$ cat src/rtl/fetch_unit.sv
// fetch_unit: instruction-fetch stage in front of the single-cycle datapath.
// Owns the PC, keeps exactly one instruction-memory read in flight, and hands
// the returned word to the datapath through a valid/ready handshake.
// A redirect loads a new PC and squashes whatever fetch is in progress.
//
// Optional build macro: FETCH_MISALIGN_TRAP_EN
//   defined   : adds fetch_misaligned; a misaligned redirect parks in HALT
//   undefined : redirect_pc[1:0] are forced to zero when loaded
//
// state  | meaning
// -------+------------------------------------------------------------
// IDLE   | post-reset, request goes out next cycle
// REQ    | imem_req high for this single cycle, imem_addr = pc
// WAIT   | waiting for imem_rvalid; drop=1 means the response is stale
// HOLD   | instruction valid, waiting for inst_ready
// HALT   | misaligned redirect trap, no requests (optional feature only)
module fetch_unit #(
  parameter int unsigned           ADDR_WIDTH = 32,
  parameter logic [ADDR_WIDTH-1:0] RESET_PC   = '0,
  parameter logic [31:0]           NOP_INST   = 32'h0000_0013
) (
  input  logic                  clk,
  input  logic                  rstn,
  output logic                  imem_req,
  output logic [ADDR_WIDTH-1:0] imem_addr,
  input  logic                  imem_rvalid,
  input  logic [31:0]           imem_rdata,
  output logic [31:0]           instruction,
  output logic                  inst_valid,
  input  logic                  inst_ready,
  output logic [ADDR_WIDTH-1:0] pc_out,
  input  logic                  redirect_en,
  input  logic [ADDR_WIDTH-1:0] redirect_pc
`ifdef FETCH_MISALIGN_TRAP_EN
  ,
  output logic                  fetch_misaligned
`endif
);

  typedef enum logic [2:0] {
    S_IDLE,
    S_REQ,
    S_WAIT,
    S_HOLD,
    S_HALT
  } state_t;

  state_t                state;
  logic [ADDR_WIDTH-1:0] pc;
  logic                  drop;
  logic [ADDR_WIDTH-1:0] pc_inc;
  logic [ADDR_WIDTH-1:0] target;

  // The request address is the PC register itself; it only changes on
  // redirect or consume, both of which leave REQ one cycle later.
  assign imem_addr = pc;
  assign pc_inc    = pc + ADDR_WIDTH'(4);

`ifdef FETCH_MISALIGN_TRAP_EN
  logic target_misaligned;
  assign target           = redirect_pc;
  assign target_misaligned = |redirect_pc[1:0];
`else
  assign target = redirect_pc & ~ADDR_WIDTH'(3);
`endif

  // Fetch FSM: PC, outstanding-request bookkeeping and all registered outputs.
  always_ff @(posedge clk or negedge rstn) begin
    if (!rstn) begin
      state       <= S_IDLE;
      pc          <= RESET_PC;
      pc_out      <= RESET_PC;
      drop        <= 1'b0;
      imem_req    <= 1'b0;
      inst_valid  <= 1'b0;
      instruction <= NOP_INST;
`ifdef FETCH_MISALIGN_TRAP_EN
      fetch_misaligned <= 1'b0;
`endif
    end else begin
      imem_req <= 1'b0;
      if (redirect_en) begin
        // Redirect beats a simultaneous consume: no +4, word is squashed.
        pc          <= target;
        inst_valid  <= 1'b0;
        instruction <= NOP_INST;
`ifdef FETCH_MISALIGN_TRAP_EN
        if (target_misaligned) begin
          fetch_misaligned <= 1'b1;
          state            <= S_HALT;
          // Remember a still-outstanding read so its response is eaten
          // even if we leave HALT before it arrives.
          case (state)
            S_REQ:   drop <= 1'b1;
            S_WAIT:  drop <= !imem_rvalid;
            S_HALT:  drop <= drop && !imem_rvalid;
            default: drop <= 1'b0;
          endcase
        end else begin
          fetch_misaligned <= 1'b0;
`endif
          case (state)
            S_REQ: begin
              drop  <= 1'b1;
              state <= S_WAIT;
            end
            S_WAIT: begin
              if (imem_rvalid) begin
                drop     <= 1'b0;
                state    <= S_REQ;
                imem_req <= 1'b1;
              end else begin
                drop  <= 1'b1;
                state <= S_WAIT;
              end
            end
`ifdef FETCH_MISALIGN_TRAP_EN
            S_HALT: begin
              if (drop && !imem_rvalid) begin
                state <= S_WAIT;
              end else begin
                drop     <= 1'b0;
                state    <= S_REQ;
                imem_req <= 1'b1;
              end
            end
`endif
            default: begin
              drop     <= 1'b0;
              state    <= S_REQ;
              imem_req <= 1'b1;
            end
          endcase
`ifdef FETCH_MISALIGN_TRAP_EN
        end
`endif
      end else begin
        case (state)
          S_IDLE: begin
            state    <= S_REQ;
            imem_req <= 1'b1;
          end
          S_REQ: begin
            state <= S_WAIT;
          end
          S_WAIT: begin
            if (imem_rvalid) begin
              if (drop) begin
                drop     <= 1'b0;
                state    <= S_REQ;
                imem_req <= 1'b1;
              end else begin
                instruction <= imem_rdata;
                inst_valid  <= 1'b1;
                pc_out      <= pc;
                state       <= S_HOLD;
              end
            end
          end
          S_HOLD: begin
            if (inst_ready) begin
              pc          <= pc_inc;
              inst_valid  <= 1'b0;
              instruction <= NOP_INST;
              state       <= S_REQ;
              imem_req    <= 1'b1;
            end
          end
          S_HALT: begin
            if (imem_rvalid) begin
              drop <= 1'b0;
            end
          end
          default: begin
            state <= S_IDLE;
          end
        endcase
      end
    end
  end

endmodule

$ cat config.mk
export PLATFORM = sky130hd
export DESIGN_NAME = fetch_unit
export DESIGN_NICKNAME = d
export VERILOG_FILES = /design/src/rtl/fetch_unit.sv
export SDC_FILE = /design/constraint.sdc
export NUM_CORES = 1
export LEC_CHECK = 0
export ABC_AREA = 1
export BUFFER_PORTS_ARGS = -buffer_cell sky130_fd_sc_hd__buf_4
export CAP_MARGIN = 20
export CORE_MARGIN = 5
export CORE_UTILIZATION = 35
export DETAILED_ROUTE_END_ITERATION = 7
export GPL_TIMING_DRIVEN = 1
export SKIP_CTS_REPAIR_TIMING = 1
export SLEW_MARGIN = 25
export SYNTH_ARGS = -nofsm -noshare
export SYNTH_HDL_FRONTEND = slang
export SYNTH_SLANG_ARGS = --single-unit
$ cat constraint.sdc
create_clock -name clk -period 3.1 [get_ports clk]
set_input_delay 0.62 -clock clk [delete_from_list [all_inputs] [get_ports clk]]
set_output_delay 0.62 -clock clk [all_outputs]
set_load 0.02 [all_outputs]
# Yosys cells after proc, flatten, opt, wreduce, memory -nomap -nowiden
# Index checks and enable logic that the tools add are counted.
dict set report totals {
  elab_cells 62
  input_bits 69
  out_inout_bits 98
  regBits 102
}
dict set report op_classes {
  eq_ne 8
  n_addsub 1
  reduce_logical 12
  mux 32
  bitwise 2
}
# operator n
set op_table {}
lappend op_table {{2-to-1 mux 32 bit} 7}
lappend op_table {{one-hot mux 32 bit (2 select lines)} 1}
lappend op_table {{adder 32 x 3 -> 32 bit, second input constant} 1}
lappend op_table {{one-hot mux 3 bit (5 select lines)} 1}
lappend op_table {{2-to-1 mux 1 bit} 13}
lappend op_table {{2-to-1 mux 3 bit} 3}
lappend op_table {{inequality test 3 bit, second input constant} 3}
lappend op_table {{AND reduction 4 bit} 2}
lappend op_table {{nonzero test 2 bit} 4}
lappend op_table {{equality test 3 x 2 -> 1 bit, second input constant} 2}
lappend op_table {{one-hot mux 1 bit (2 select lines)} 3}
lappend op_table {{2-to-1 mux 2 bit} 2}
lappend op_table {{one-hot mux 2 bit (2 select lines)} 1}
lappend op_table {{AND reduction 2 bit} 2}
lappend op_table {{equality test 3 x 1 -> 1 bit, second input constant} 1}
lappend op_table {{equality test 3 bit, second input constant} 1}
lappend op_table {{logical NOT 3 bit} 1}
lappend op_table {{one-hot mux 1 bit (3 select lines)} 1}
lappend op_table {{AND reduction 3 bit} 1}
lappend op_table {{nonzero test 3 bit} 1}
lappend op_table {{inequality test 2 bit, second input constant} 1}
lappend op_table {{NOT 1 bit} 2}
lappend op_table {{OR reduction 2 bit} 1}

# Logic depth before layout (Yosys ltp)
# Gate-level depths: netlist of the first run.
dict set report depth {
  word_depth 4
  depth_mapped 13
  depth_no_buf 11
}

# Worst setup path after synthesis of the first run
# OpenSTA, ideal clock, no wires.
dict set report synth_path {
  kind {input port to flip-flop}
  startpoint {input redirect_en}
  endpoint {register instruction[14]}
  path_stages 12
  slack_ps 1365
  setup_time_ps 116
  path_buffers 4
  t_required_ps 2984
  arrival_time_ps 1619
  cell_sequence {buf_4 -> inv_2 -> buf_6 -> o211ai_2 -> nand2_2 -> inv_2 -> nand3_2 -> inv_2 -> buf_6 -> buf_6 -> nand2_1 -> nand2_1}
}
dict set report synth_between {
  elab_chain_cells 2
  word_cells_on_any_way 6
  classes_between {3 x eq/ne; 1 x mux; 2 x reduce/logical}
}
# item line
set synth_rtl {}
lappend synth_rtl {{start, declared} 32} ;# input logic redirect_en,
lappend synth_rtl {{inequality test 3 bit (no line) or nonzero test 3 bit (tied branches)} --}
lappend synth_rtl {{AND reduction 4 bit (no line)} --}
lappend synth_rtl {{end signal, assigned} 153} ;# instruction <= imem_rdata;
lappend synth_rtl {{end, declared} 28} ;# output logic [31:0] instruction,
# Several ways; a longest one is shown, not always the timed one.
# A chain may end at the register's enable or synchronous reset.

# Worst setup path after layout of the first run
dict set report layout_path {
  startpoint {register state[0]}
  endpoint {register pc_out[18]}
}
dict set report layout_between {
  elab_chain_cells 2
}
# item line
set layout_rtl {}
lappend layout_rtl {{start, declared} 48} ;# state_t state;
lappend layout_rtl {{start signal, assigned} 70} ;# state <= S_IDLE;
lappend layout_rtl {{start signal, assigned} 105} ;# state <= S_WAIT;
lappend layout_rtl {{start signal, assigned} 110} ;# state <= S_REQ;
lappend layout_rtl {{equality test 3 x 2 -> 1 bit} 138} ;# case (state)
lappend layout_rtl {{AND reduction 4 bit (no line)} --}
lappend layout_rtl {{end signal, assigned} 155} ;# pc_out <= pc;
lappend layout_rtl {{end, declared} 31} ;# output logic [ADDR_WIDTH-1:0] pc_out,
# Every way passes these cells.

==> results.md, run 1 <==
| Result | Value |
|:---|:---|
| Final hold violation count | 0 |
| Min Clock Period, post-route | 2.14 ns |
| Number of nets at the end of the flow | 883 |
| Wire length of the first global-routing pass | 23.6 mm |
| Leading cell types in the layout, fill and taps excluded | sky130_fd_sc_hd__nand2_1, sky130_fd_sc_hd__buf_4, sky130_fd_sc_hd__dfrtp_1 |
| Part of the power in registers | 0.384 |
| Nature of the critical path startpoint | flop |
| Number of buffer and inverter instances along the worst setup path | 3 |
| Pin count of the biggest net entering global routing | 58 |
| Post-Place Setup Slack | 0.898 ns |
| Adder-cell area share of the yosys netlist | 0.0128 |
| Power density over the cells | 840 mW/mm² |
| Internal Power | 3.21 mW |
| Routability congestion estimate | 0.932 |
| First-iteration detailed-routing DRC count | 194 |
| R2R Setup Slk | 0.96 ns |
| Vias per cell | 4.76 |
| Fraction of the mapped netlist area in simple logic gates | 0.303 |
| Num CTS Buffers | 9 |
| Die extent in y | 128 µm |
| Filler cell count in the final layout | 1427 |
| Proportion of synthesized chip area in sequential cells | 0.498 |
| Router iterations before antenna repair | 5 |
| Worst reg2reg path startpoint | state[0]$_DFFE_PN0P_ |
| Required time of the worst setup path | 3.29 ns |
| Via count of the first global-routing pass | 4789 |
| Sw Pwr | 2.24 mW |
| Initial core utilization | 0.355 |
| Die area | 0.0164 mm² |
| DRC Markers | 0 |
| Most area-consuming cells after synthesis | sky130_fd_sc_hd__dfrtp_1, sky130_fd_sc_hd__nand2_1, sky130_fd_sc_hd__o21ai_0 |
| IO Port Bufs | 160 |
| Largest vdd supply drop | 418 µV |
| TritonCTS clock tree | built |
| Peak clock frequency supported by timing | 0.467 GHz |
| Sum of net half-perimeters after detailed placement | 11.2 mm |
| Clock network fraction of total power | 0.182 |
| Post-synthesis mux area share | 0.00922 |
| Layout cells sized above 1 | 0.235 |
| Share of total power in combinational logic | 0.434 |
| Post-synth top area cell | sky130_fd_sc_hd__dfrtp_1 |
| Capture point of the critical path | pc_out[18]$_DFFE_PN0P_ |
| Sw Ratio | 0.411 |
| Antenna violations before repair | 0 |
| Core area | 0.0138 mm² |
| Top-level I/O count | 167 |
| Number of max-cap violations | 0 |
| Fraction of synthesized cell area in xor and xnor cells | 0 |
| Total Neg Setup Slack | 0 ns |
| Worst min-delay path category | input pin to asynchronous set/reset pin |
| Critical path capture point type | flop |
| Count of endpoints failing setup in the final report | 0 |
| Count of clock tree sinks | 97 |
| Synthesis-to-layout area growth | 32.7% |
| Worst-path clk slew | 0.06 ns |
| Number of levels the H-tree was split into | 3 |
| GRT Overall Usage | 0.180 |
| N_diodes | 0 |
| Clock skew after layout | 0.00512 ns |
| Via total after detailed routing | 4732 |
| Worst setup path class | flop to flop |
| Most common library cell in the layout ignoring fill and taps | sky130_fd_sc_hd__nand2_1 |
| EDFF count, synth | 0 |
| Count of standard-cell rows | 43 |
| Per-instance average area after synthesis | 7.42 µm² |
| Final worst-path cycle share | 0.691 |
| Final global-route overflow total | 0 |
| Routed WL | 14.6 mm |
| Post-synthesis instance total | 658 |
| Number of cells on the critical path | 8 |
| Dominant synthesized flop cell | sky130_fd_sc_hd__dfrtp_1 |
| Clock Latency Late Sink | 0.34 ns |
| Worst Path Max Fanout | 31 |
| Relative max-transition margin | 0.633 |
| Synth top area share | 0.482 |
| Static Leak | 3.46 nW |
| Family with the most delay on the worst path | buffers and inverters |
| Result of the run | finished, final reports clean |
| Compound-Gate Fraction of Synth Area | 0.0930 |
| Critical Path Slowest Stage Cell | sky130_fd_sc_hd__dfrtp_1 |
| Horizontal extent of the die | 128 µm |
| RSZ-0062 raised after global routing | no |
| Fraction of synthesis flops using an asynchronous set or reset pin | 1.00 |
| Combinational family with the most area after synthesis | simple AND/OR/NAND/NOR gates |
| Total standard cell area after synthesis | 0.00488 mm² |
| Fin worst setup slack | 0.957 ns |
| WL per Instance | 14.7 µm |
| Worst R2R End | pc_out[18]$_DFFE_PN0P_ |
| Final slew viol count | 0 |
| Library cells used by synthesis | 32 |
| Buffer depth of the longest clock path | 2 |
| Transition time at the pin with the least slew margin | 0.551 ns |
| Number of cell instances on the worst register-to-register path | 8 |
| Warnings, synthesis | 0 |
| Crit path from | state[0]$_DFFE_PN0P_ |
| Tot Pwr | 5.44 mW |
| Clk root buf | sky130_fd_sc_hd__clkbuf_16 |
| Worst-path cell chain | inv_1 > ha_1 > nand2_1 > inv_1 > nand3_2 > buf_4 > nand2_1 > o21ai_0 |
| Yosys reg bits | 97 |
| Worst EP arrival | 2.34 ns |
| Routed Antenna Nets | 0 |
| Largest incremental delay on the critical path | 0.42 ns |
-- cells in the mapped netlist, types with 2 or more instances --
master	n
sky130_fd_sc_hd__mux2_2	4
sky130_fd_sc_hd__inv_1	62
sky130_fd_sc_hd__dfrtp_1	94
sky130_fd_sc_hd__buf_4	5
sky130_fd_sc_hd__and2_1	2
sky130_fd_sc_hd__buf_2	6
sky130_fd_sc_hd__buf_6	3
sky130_fd_sc_hd__nand2_1	263
sky130_fd_sc_hd__o21ai_0	55
sky130_fd_sc_hd__nand2_2	2
sky130_fd_sc_hd__a21oi_1	3
sky130_fd_sc_hd__a31oi_1	6
sky130_fd_sc_hd__ha_1	5
sky130_fd_sc_hd__o22ai_1	5
sky130_fd_sc_hd__inv_2	3
sky130_fd_sc_hd__clkbuf_1	15
sky130_fd_sc_hd__o211ai_1	4
sky130_fd_sc_hd__nand3_1	40
sky130_fd_sc_hd__a211oi_1	3
sky130_fd_sc_hd__nor2_1	64
sky130_fd_sc_hd__dfstp_2	3
-- per-layer routing --
layer | up-vias | GRT usage | share of wire
met2 | 175 | 0.293 | 0.46
met3 | 15 | 0.0608 | 0.096
met5 | - | 0 | 0
met4 | 0 | 0.0493 | 0.012
li1 | 2352 | - | -
met1 | 2190 | 0.228 | 0.43
-- through the flow --
step / cells / cell area, µm² / hold slack [ns] / util
2_1_floorplan: 661 / 4890 / 0.324 / -
3_3_place_gp: 978 / 6230 / 0.464 / 0.452
3_5_place_dp: 978 / 6230 / 0.467 / 0.452
4_1_cts: 994 / 6480 / 0.286 / 0.470
5_1_grt: 994 / 6480 / 0.313 / 0.470
6_report: 994 / 6480 / 0.264 / 0.470
-- power groups by stage --
stage | combinational [mW] | sequential, mW | clock [mW]
after global placement | 2.35 | 2.08 | 0
after floorplan | 0.825 | 2.57 | 0
after global routing | 2.59 | 2.16 | 1.07
after detailed placement | 2.40 | 2.09 | 0
after CTS | 2.40 | 2.09 | 1.02
final | 2.36 | 2.09 | 0.991
-- cell families after synthesis --
group	Yosys count
compound gates	81
fa+ha+maj	5
buf+inv	95
flops	97
mux	4
other cells	1
simple gates	375
-- worst min-delay path by stage --
stage	from	endpoint	slack, ns	cells after the start
6_report	rstn	pc_out[29]$_DFFE_PN0P_	0.26	1
5_1_grt	rstn	pc_out[29]$_DFFE_PN0P_	0.31	1
4_1_cts	rstn	pc_out[29]$_DFFE_PN0P_	0.29	1
3_5_place_dp	instruction[27]$_DFFE_PN0P_	instruction[27]$_DFFE_PN0P_	0.47	2
3_3_place_gp	instruction[7]$_DFFE_PN0P_	instruction[7]$_DFFE_PN0P_	0.46	2
2_1_floorplan	rstn	drop$_DFFE_PN0P_	0.32	0
-- area by class of cell --
class                      instances  area (µm²)  area share
sequential                        97        2430       0.375
multi-input combinational        469        2060       0.318
clock buffer                      15         248      0.0382
timing repair buffer             166        1260       0.194
tap                              180         225      0.0348
clock inverter                     1        5.00    0.000772
inverter                          66         248      0.0382
-- flip-flops by register name, indices dropped and copies added (netlist names) --
name         flops
drop             1
imem_addr       30
imem_req         1
inst_valid       1
instruction     32
pc_out          30
state            2
(Power assumes the default switching activity.)
==> run 2, diff against run 1 <==
- clock period: 3.1 -> 1.95 ns (I/O delays scaled with it)
==> run 2 against run 1 <==
  * Highest routed layer unchanged
  * Total power is 69% higher
  * Clock skew is 0.0028 ns higher
  * Wire length is 2.6% higher
  * Hold slack worse by 0.26 ns
  * Critical path depth is 2 lower
==> results.md, run 2 (synthesis results as in run 1) <==
| Result | Value |
|:---|:---|
| Top-level I/O count | 167 |
| Fin worst setup slack | 0.0761 ns |
| Placed Instance Area | 0.00636 mm² |
| Antenna violations before repair | 0 |
| TritonCTS clock tree | built |
| Final instance area | 0.00673 mm² |
| Required time of the worst setup path | 2.16 ns |
| Routed WL | 15.0 mm |
| Count of clock tree sinks | 97 |
| GRT Overall Usage | 0.184 |
| Routability congestion estimate | 0.932 |
| IO Port Bufs | 160 |
| Worst reg2reg path startpoint | state[0]$_DFFE_PN0P_ |
| Die extent in y | 128 µm |
| Wire length of the first global-routing pass | 23.8 mm |
| Sum of net half-perimeters after detailed placement | 11.5 mm |
| RSZ-0062 raised after global routing | yes |
| Count of standard-cell rows | 43 |
| Via count of the first global-routing pass | 4710 |
| Die area | 0.0164 mm² |
| Via total after detailed routing | 4810 |
| Clock skew after layout | 0.00791 ns |
| Count of endpoints failing setup in the final report | 0 |
| Internal Power | 5.49 mW |
| Most common library cell in the layout ignoring fill and taps | sky130_fd_sc_hd__nand2_1 |
| Power density over the cells | 1360 mW/mm² |
| Clock Latency Late Sink | 0.35 ns |
| Total Neg Setup Slack | 0 ns |
| Min Clock Period, post-route | 1.87 ns |
| Worst Path Max Fanout | 13 |
| Tot Pwr | 9.18 mW |
| Number of nets at the end of the flow | 895 |
| Final slew viol count | 0 |
| N_diodes | 0 |
| Initial core utilization | 0.355 |
| Placed Cells incl. Taps | 987 |
| Sw Pwr | 3.69 mW |
| Post-Place Setup Slack | -0.0263 ns |
| Pin count of the biggest net entering global routing | 44 |
| Vias per cell | 4.78 |
| Share of total power in combinational logic | 0.426 |
| Router iterations before antenna repair | 8 |
| Final worst-path cycle share | 0.961 |
| Result of the run | finished, final reports clean |
| DRC Markers | 0 |
| Largest reg by FF count | instruction |
| Worst setup path class | flop to flop |
| Leading cell types in the layout, fill and taps excluded | sky130_fd_sc_hd__nand2_1, sky130_fd_sc_hd__buf_4, sky130_fd_sc_hd__dfrtp_1 |
| Number of levels the H-tree was split into | 3 |
| Buffer depth of the longest clock path | 2 |
| Largest vdd supply drop | 756 µV |
| Core area | 0.0138 mm² |
| Worst EP arrival | 2.09 ns |
| Count of placed standard cells in the final layout, fillers left out | 1006 |
| Worst R2R End | imem_addr[6]$_DFFE_PN0P_ |
| Number of cell instances on the worst register-to-register path | 6 |
| WL per Instance | 14.9 µm |
| Clock network fraction of total power | 0.213 |
| Part of the power in registers | 0.361 |
| Num CTS Buffers | 9 |
| Synthesis-to-layout area growth | 37.7% |
| Final hold violation count | 0 |
| Clk root buf | sky130_fd_sc_hd__clkbuf_16 |
| Worst-path clk slew | 0.07 ns |
| Static Leak | 3.58 nW |
| R2R Setup Slk | 0.08 ns |
| Layout cells sized above 1 | 0.257 |
| Sw Ratio | 0.402 |
| Worst min-delay path category | input pin to asynchronous set/reset pin |
| Number of max-cap violations | 0 |
| Number of flip-flops under the largest register name | 32 |
| Nature of the critical path startpoint | flop |
| First-iteration detailed-routing DRC count | 329 |
| Horizontal extent of the die | 128 µm |
| Critical path capture point type | flop |
| Filler cell count in the final layout | 1412 |
| Routed Antenna Nets | 0 |
| Peak clock frequency supported by timing | 0.534 GHz |
| Final global-route overflow total | 0 |
[run 2: cell types whose count changed in the layout (fill, tap and decap cells not counted), moves of 2 or more]
cell	delta
sky130_fd_sc_hd__bufinv_16	+2
sky130_fd_sc_hd__clkbuf_1	-6
sky130_fd_sc_hd__buf_12	+5
sky130_fd_sc_hd__buf_4	+7
[run 2: area by class of cell]
class | instances | area (µm²) | area share
well taps | 180 | 225 | 0.0335
multi-input cells | 469 | 2080 | 0.309
inverters | 66 | 250 | 0.0372
flip-flops and latches | 97 | 2430 | 0.361
clock inverters | 6 | 90.1 | 0.0134
clock buffers | 10 | 239 | 0.0355
repair buffers | 178 | 1410 | 0.210
[run 2: worst max-delay path by stage]
stage	start	end	slack (ns)
after floorplan	state[0]$_DFFE_PN0P_	instruction[14]$_DFFE_PN0P_	0.22
after global placement	state[0]$_DFFE_PN0P_	instruction[13]$_DFFE_PN0P_	0.14
after detailed placement	state[0]$_DFFE_PN0P_	instruction[8]$_DFFE_PN0P_	-0.03
after CTS	state[0]$_DFFE_PN0P_	instruction[8]$_DFFE_PN0P_	-0.04
after global routing	state[0]$_DFFE_PN0P_	instruction[21]$_DFFE_PN0P_	-0.03
final	state[0]$_DFFE_PN0P_	imem_addr[6]$_DFFE_PN0P_	0.08
[run 2: per-stage QoR]
stage                     hold WS [ns]   util
after floorplan                 0.0944      -
after global placement           0.379  0.461
after detailed placement         0.387  0.461
after CTS                      0.00436  0.485
after global routing            0.0224  0.488
final                          0.00286  0.488
[run 2: worst max-delay path, stage by stage, from the launching register on]
cell and delay, ns:
sky130_fd_sc_hd__dfrtp_1 0.40, sky130_fd_sc_hd__buf_4 0.14, sky130_fd_sc_hd__ha_1 0.20, sky130_fd_sc_hd__nand2_1 0.26
sky130_fd_sc_hd__inv_1 0.32, sky130_fd_sc_hd__a211oi_1 0.35, sky130_fd_sc_hd__a31oi_1 0.07
[run 2: layer usage]
metal	wire [µm]	share of wire	vias up	GRT usage
met5	0	0	-	0
met4	272	0.018	0	0.0581
met3	1460	0.097	20	0.0721
met2	6870	0.46	173	0.292
met1	6430	0.43	2242	0.233
li1	-	-	2375	-
[run 2: power groups by stage]
stage,clock (mW),combinational [mW],sequential (mW)
after floorplan,0,1.31,4.09
after global placement,0,3.81,3.31
after detailed placement,0,3.89,3.33
after CTS,2.00,3.89,3.32
after global routing,2.08,4.28,3.41
final,1.96,3.91,3.31
==> run 3, diff against run 2 <==
- CORE_UTILIZATION: 35 -> 46
- CTS_CLUSTER_DIAMETER: default -> 60
- PLACE_DENSITY: default -> 0.77
==> run 3 against run 2 <==
  * Flip-flop and latch count is the same
  * Sequential share of layout area is 1.3 points higher
  * Utilization grew 14 points
  * Critical path type unchanged
  * Maximum frequency rose by 4.0%
  * Die area decreased by 22%
  * Wire length is 5.3% lower
  * Largest cell class unchanged
  * Hold slack gained 0.0061 ns
  * Non-clock buffer count is 6 lower
  * Combinational power decreased by 1%
==> results.md, run 3 (synthesis results as in run 1) <==
| Result | Value |
|:---|:---|
| Die area | 0.0128 mm² |
| Number of cell instances on the worst register-to-register path | 10 |
| Transition time at the pin with the least slew margin | 0.569 ns |
| Number of nets at the end of the flow | 889 |
| Internal Power | 4.99 mW |
| Static Leak | 3.47 nW |
| Count of standard-cell rows | 37 |
| GRT Overall Usage | 0.223 |
| Layout cells sized above 1 | 0.254 |
| WL per Instance | 14.9 µm |
| Antenna violations before repair | 0 |
| Largest vdd supply drop | 781 µV |
| Clock network fraction of total power | 0.168 |
| Worst EP arrival | 2.07 ns |
| Sum of net half-perimeters after detailed placement | 10.7 mm |
| Clk root buf | sky130_fd_sc_hd__clkbuf_8 |
| Leading cell types in the layout, fill and taps excluded | sky130_fd_sc_hd__nand2_1, sky130_fd_sc_hd__buf_4, sky130_fd_sc_hd__dfrtp_1 |
| Crit path from | state[1]$_DFFE_PN0P_ |
| Largest reg by FF count | instruction |
| IO Port Bufs | 160 |
| Min Clock Period, post-route | 1.80 ns |
| TritonCTS clock tree | built |
| Critical path capture point type | flop |
| Tot Pwr | 8.62 mW |
| Sw Pwr | 3.63 mW |
| Wire length of the first global-routing pass | 23.0 mm |
| Worst Path Max Fanout | 29 |
| Power density over the cells | 1330 mW/mm² |
| Buffer depth of the longest clock path | 2 |
| Pin count of the biggest net entering global routing | 98 |
| First-iteration detailed-routing DRC count | 333 |
| DRC Markers | 0 |
| Number of max-cap violations | 0 |
| Routed Antenna Nets | 0 |
| Final global-route overflow total | 0 |
| Relative max-transition margin | 0.621 |
| Via total after detailed routing | 4855 |
| Worst-path clk slew | 0.10 ns |
| Required time of the worst setup path | 2.22 ns |
| Peak clock frequency supported by timing | 0.555 GHz |
| Placed Cells incl. Taps | 940 |
| R2R Setup Slk | 0.15 ns |
| Sw Ratio | 0.421 |
| Count of placed standard cells in the final layout, fillers left out | 956 |
| Most common library cell in the layout ignoring fill and taps | sky130_fd_sc_hd__nand2_1 |
| Part of the power in registers | 0.384 |
| Final slew viol count | 0 |
| Num CTS Buffers | 9 |
| Number of levels the H-tree was split into | 3 |
| Capture point of the critical path | instruction[22]$_DFFE_PN0P_ |
| Die extent in y | 113 µm |
| Result of the run | finished, final reports clean |
| Top-level I/O count | 167 |
| Via count of the first global-routing pass | 4802 |
| Initial core utilization | 0.473 |
| Routed WL | 14.2 mm |
| Core area | 0.0103 mm² |
| Count of clock tree sinks | 97 |
| Vias per cell | 5.08 |
| Worst setup path class | flop to flop |
| Horizontal extent of the die | 113 µm |
| Number of flip-flops under the largest register name | 32 |
| Worst R2R End | instruction[22]$_DFFE_PN0P_ |
| Final worst-path cycle share | 0.924 |
| Synthesis-to-layout area growth | 33.1% |
| Clock skew after layout | 0.0120 ns |
| Router iterations before antenna repair | 7 |
| Routability congestion estimate | 0.949 |
| Final hold violation count | 0 |
| Worst reg2reg path startpoint | state[1]$_DFFE_PN0P_ |
| N_diodes | 0 |
| Count of endpoints failing setup in the final report | 0 |
| Nature of the critical path startpoint | flop |
| Share of total power in combinational logic | 0.449 |
| Clock Latency Late Sink | 0.38 ns |
| Worst min-delay path category | input pin to asynchronous set/reset pin |
-- run 3: cell types whose count changed in the layout (fill, tap and decap cells not counted), moves of 2 or more --
cell	previous run	this run
sky130_fd_sc_hd__clkbuf_16	9	0
sky130_fd_sc_hd__clkinvlp_4	1	4
sky130_fd_sc_hd__clkbuf_8	1	9
sky130_fd_sc_hd__buf_4	172	170
sky130_fd_sc_hd__buf_12	6	2
-- run 3: worst min-delay path by stage --
stage	slack [ns]	startpoint	cells past startpoint	end
after floorplan	0.09	rstn	0	drop$_DFFE_PN0P_
after global placement	0.47	instruction[17]$_DFFE_PN0P_	2	instruction[17]$_DFFE_PN0P_
after detailed placement	0.47	instruction[26]$_DFFE_PN0P_	2	instruction[26]$_DFFE_PN0P_
after CTS	0.08	rstn	2	instruction[19]$_DFFE_PN0P_
after global routing	0.09	rstn	2	instruction[12]$_DFFE_PN0P_
final	0.009	rstn	2	instruction[19]$_DFFE_PN0P_
-- run 3: per-stage QoR --
step	hold slack (ns)	util	setup slack, ns	cell area [µm²]	setup TNS (ns)
after floorplan	0.0944	-	0.224	4890	0
after global placement	0.465	0.603	0.0599	6230	0
after detailed placement	0.467	0.603	-0.130	6230	-2.87
after CTS	0.0840	0.625	-0.136	6450	-3.36
after global routing	0.0936	0.630	-0.00162	6500	-0.00162
final	0.00898	0.630	0.148	6500	0
-- run 3: critical path: stages (launching register included) --
cell	delay (ns)
sky130_fd_sc_hd__dfrtp_1	0.47
sky130_fd_sc_hd__ha_1	0.21
sky130_fd_sc_hd__inv_1	0.10
sky130_fd_sc_hd__o21ai_1	0.21
sky130_fd_sc_hd__nand2_2	0.12
sky130_fd_sc_hd__nand2_2	0.11
sky130_fd_sc_hd__inv_2	0.07
sky130_fd_sc_hd__nand3_4	0.12
sky130_fd_sc_hd__clkinv_8	0.14
sky130_fd_sc_hd__nand2_1	0.08
sky130_fd_sc_hd__nand2_1	0.06
-- run 3: layer usage --
layer  share of wire  global-route usage
met1            0.40               0.278
met2            0.46               0.357
met3            0.12              0.0834
met4           0.024              0.0777
met5               0                   0
-- run 3: final cells by class --
type	count	area [µm²]
fillers	912	3820
flip-flops and latches	97	2430
multi-input cells	469	2100
repair buffers	172	1320
inverters	66	260
well taps	136	170
clock buffers	9	124
clock inverters	7	95.1
-- run 3: power groups by stage --
| stage | registers [mW] | logic [mW] | clock network (mW) |
|---|---|---|---|
| floorplan | 4.09 | 1.31 | 0 |
| global placement | 3.29 | 3.73 | 0 |
| detailed placement | 3.32 | 3.83 | 0 |
| CTS | 3.30 | 3.84 | 1.47 |
| global route | 3.41 | 4.22 | 1.54 |
| finish | 3.31 | 3.87 | 1.45 |
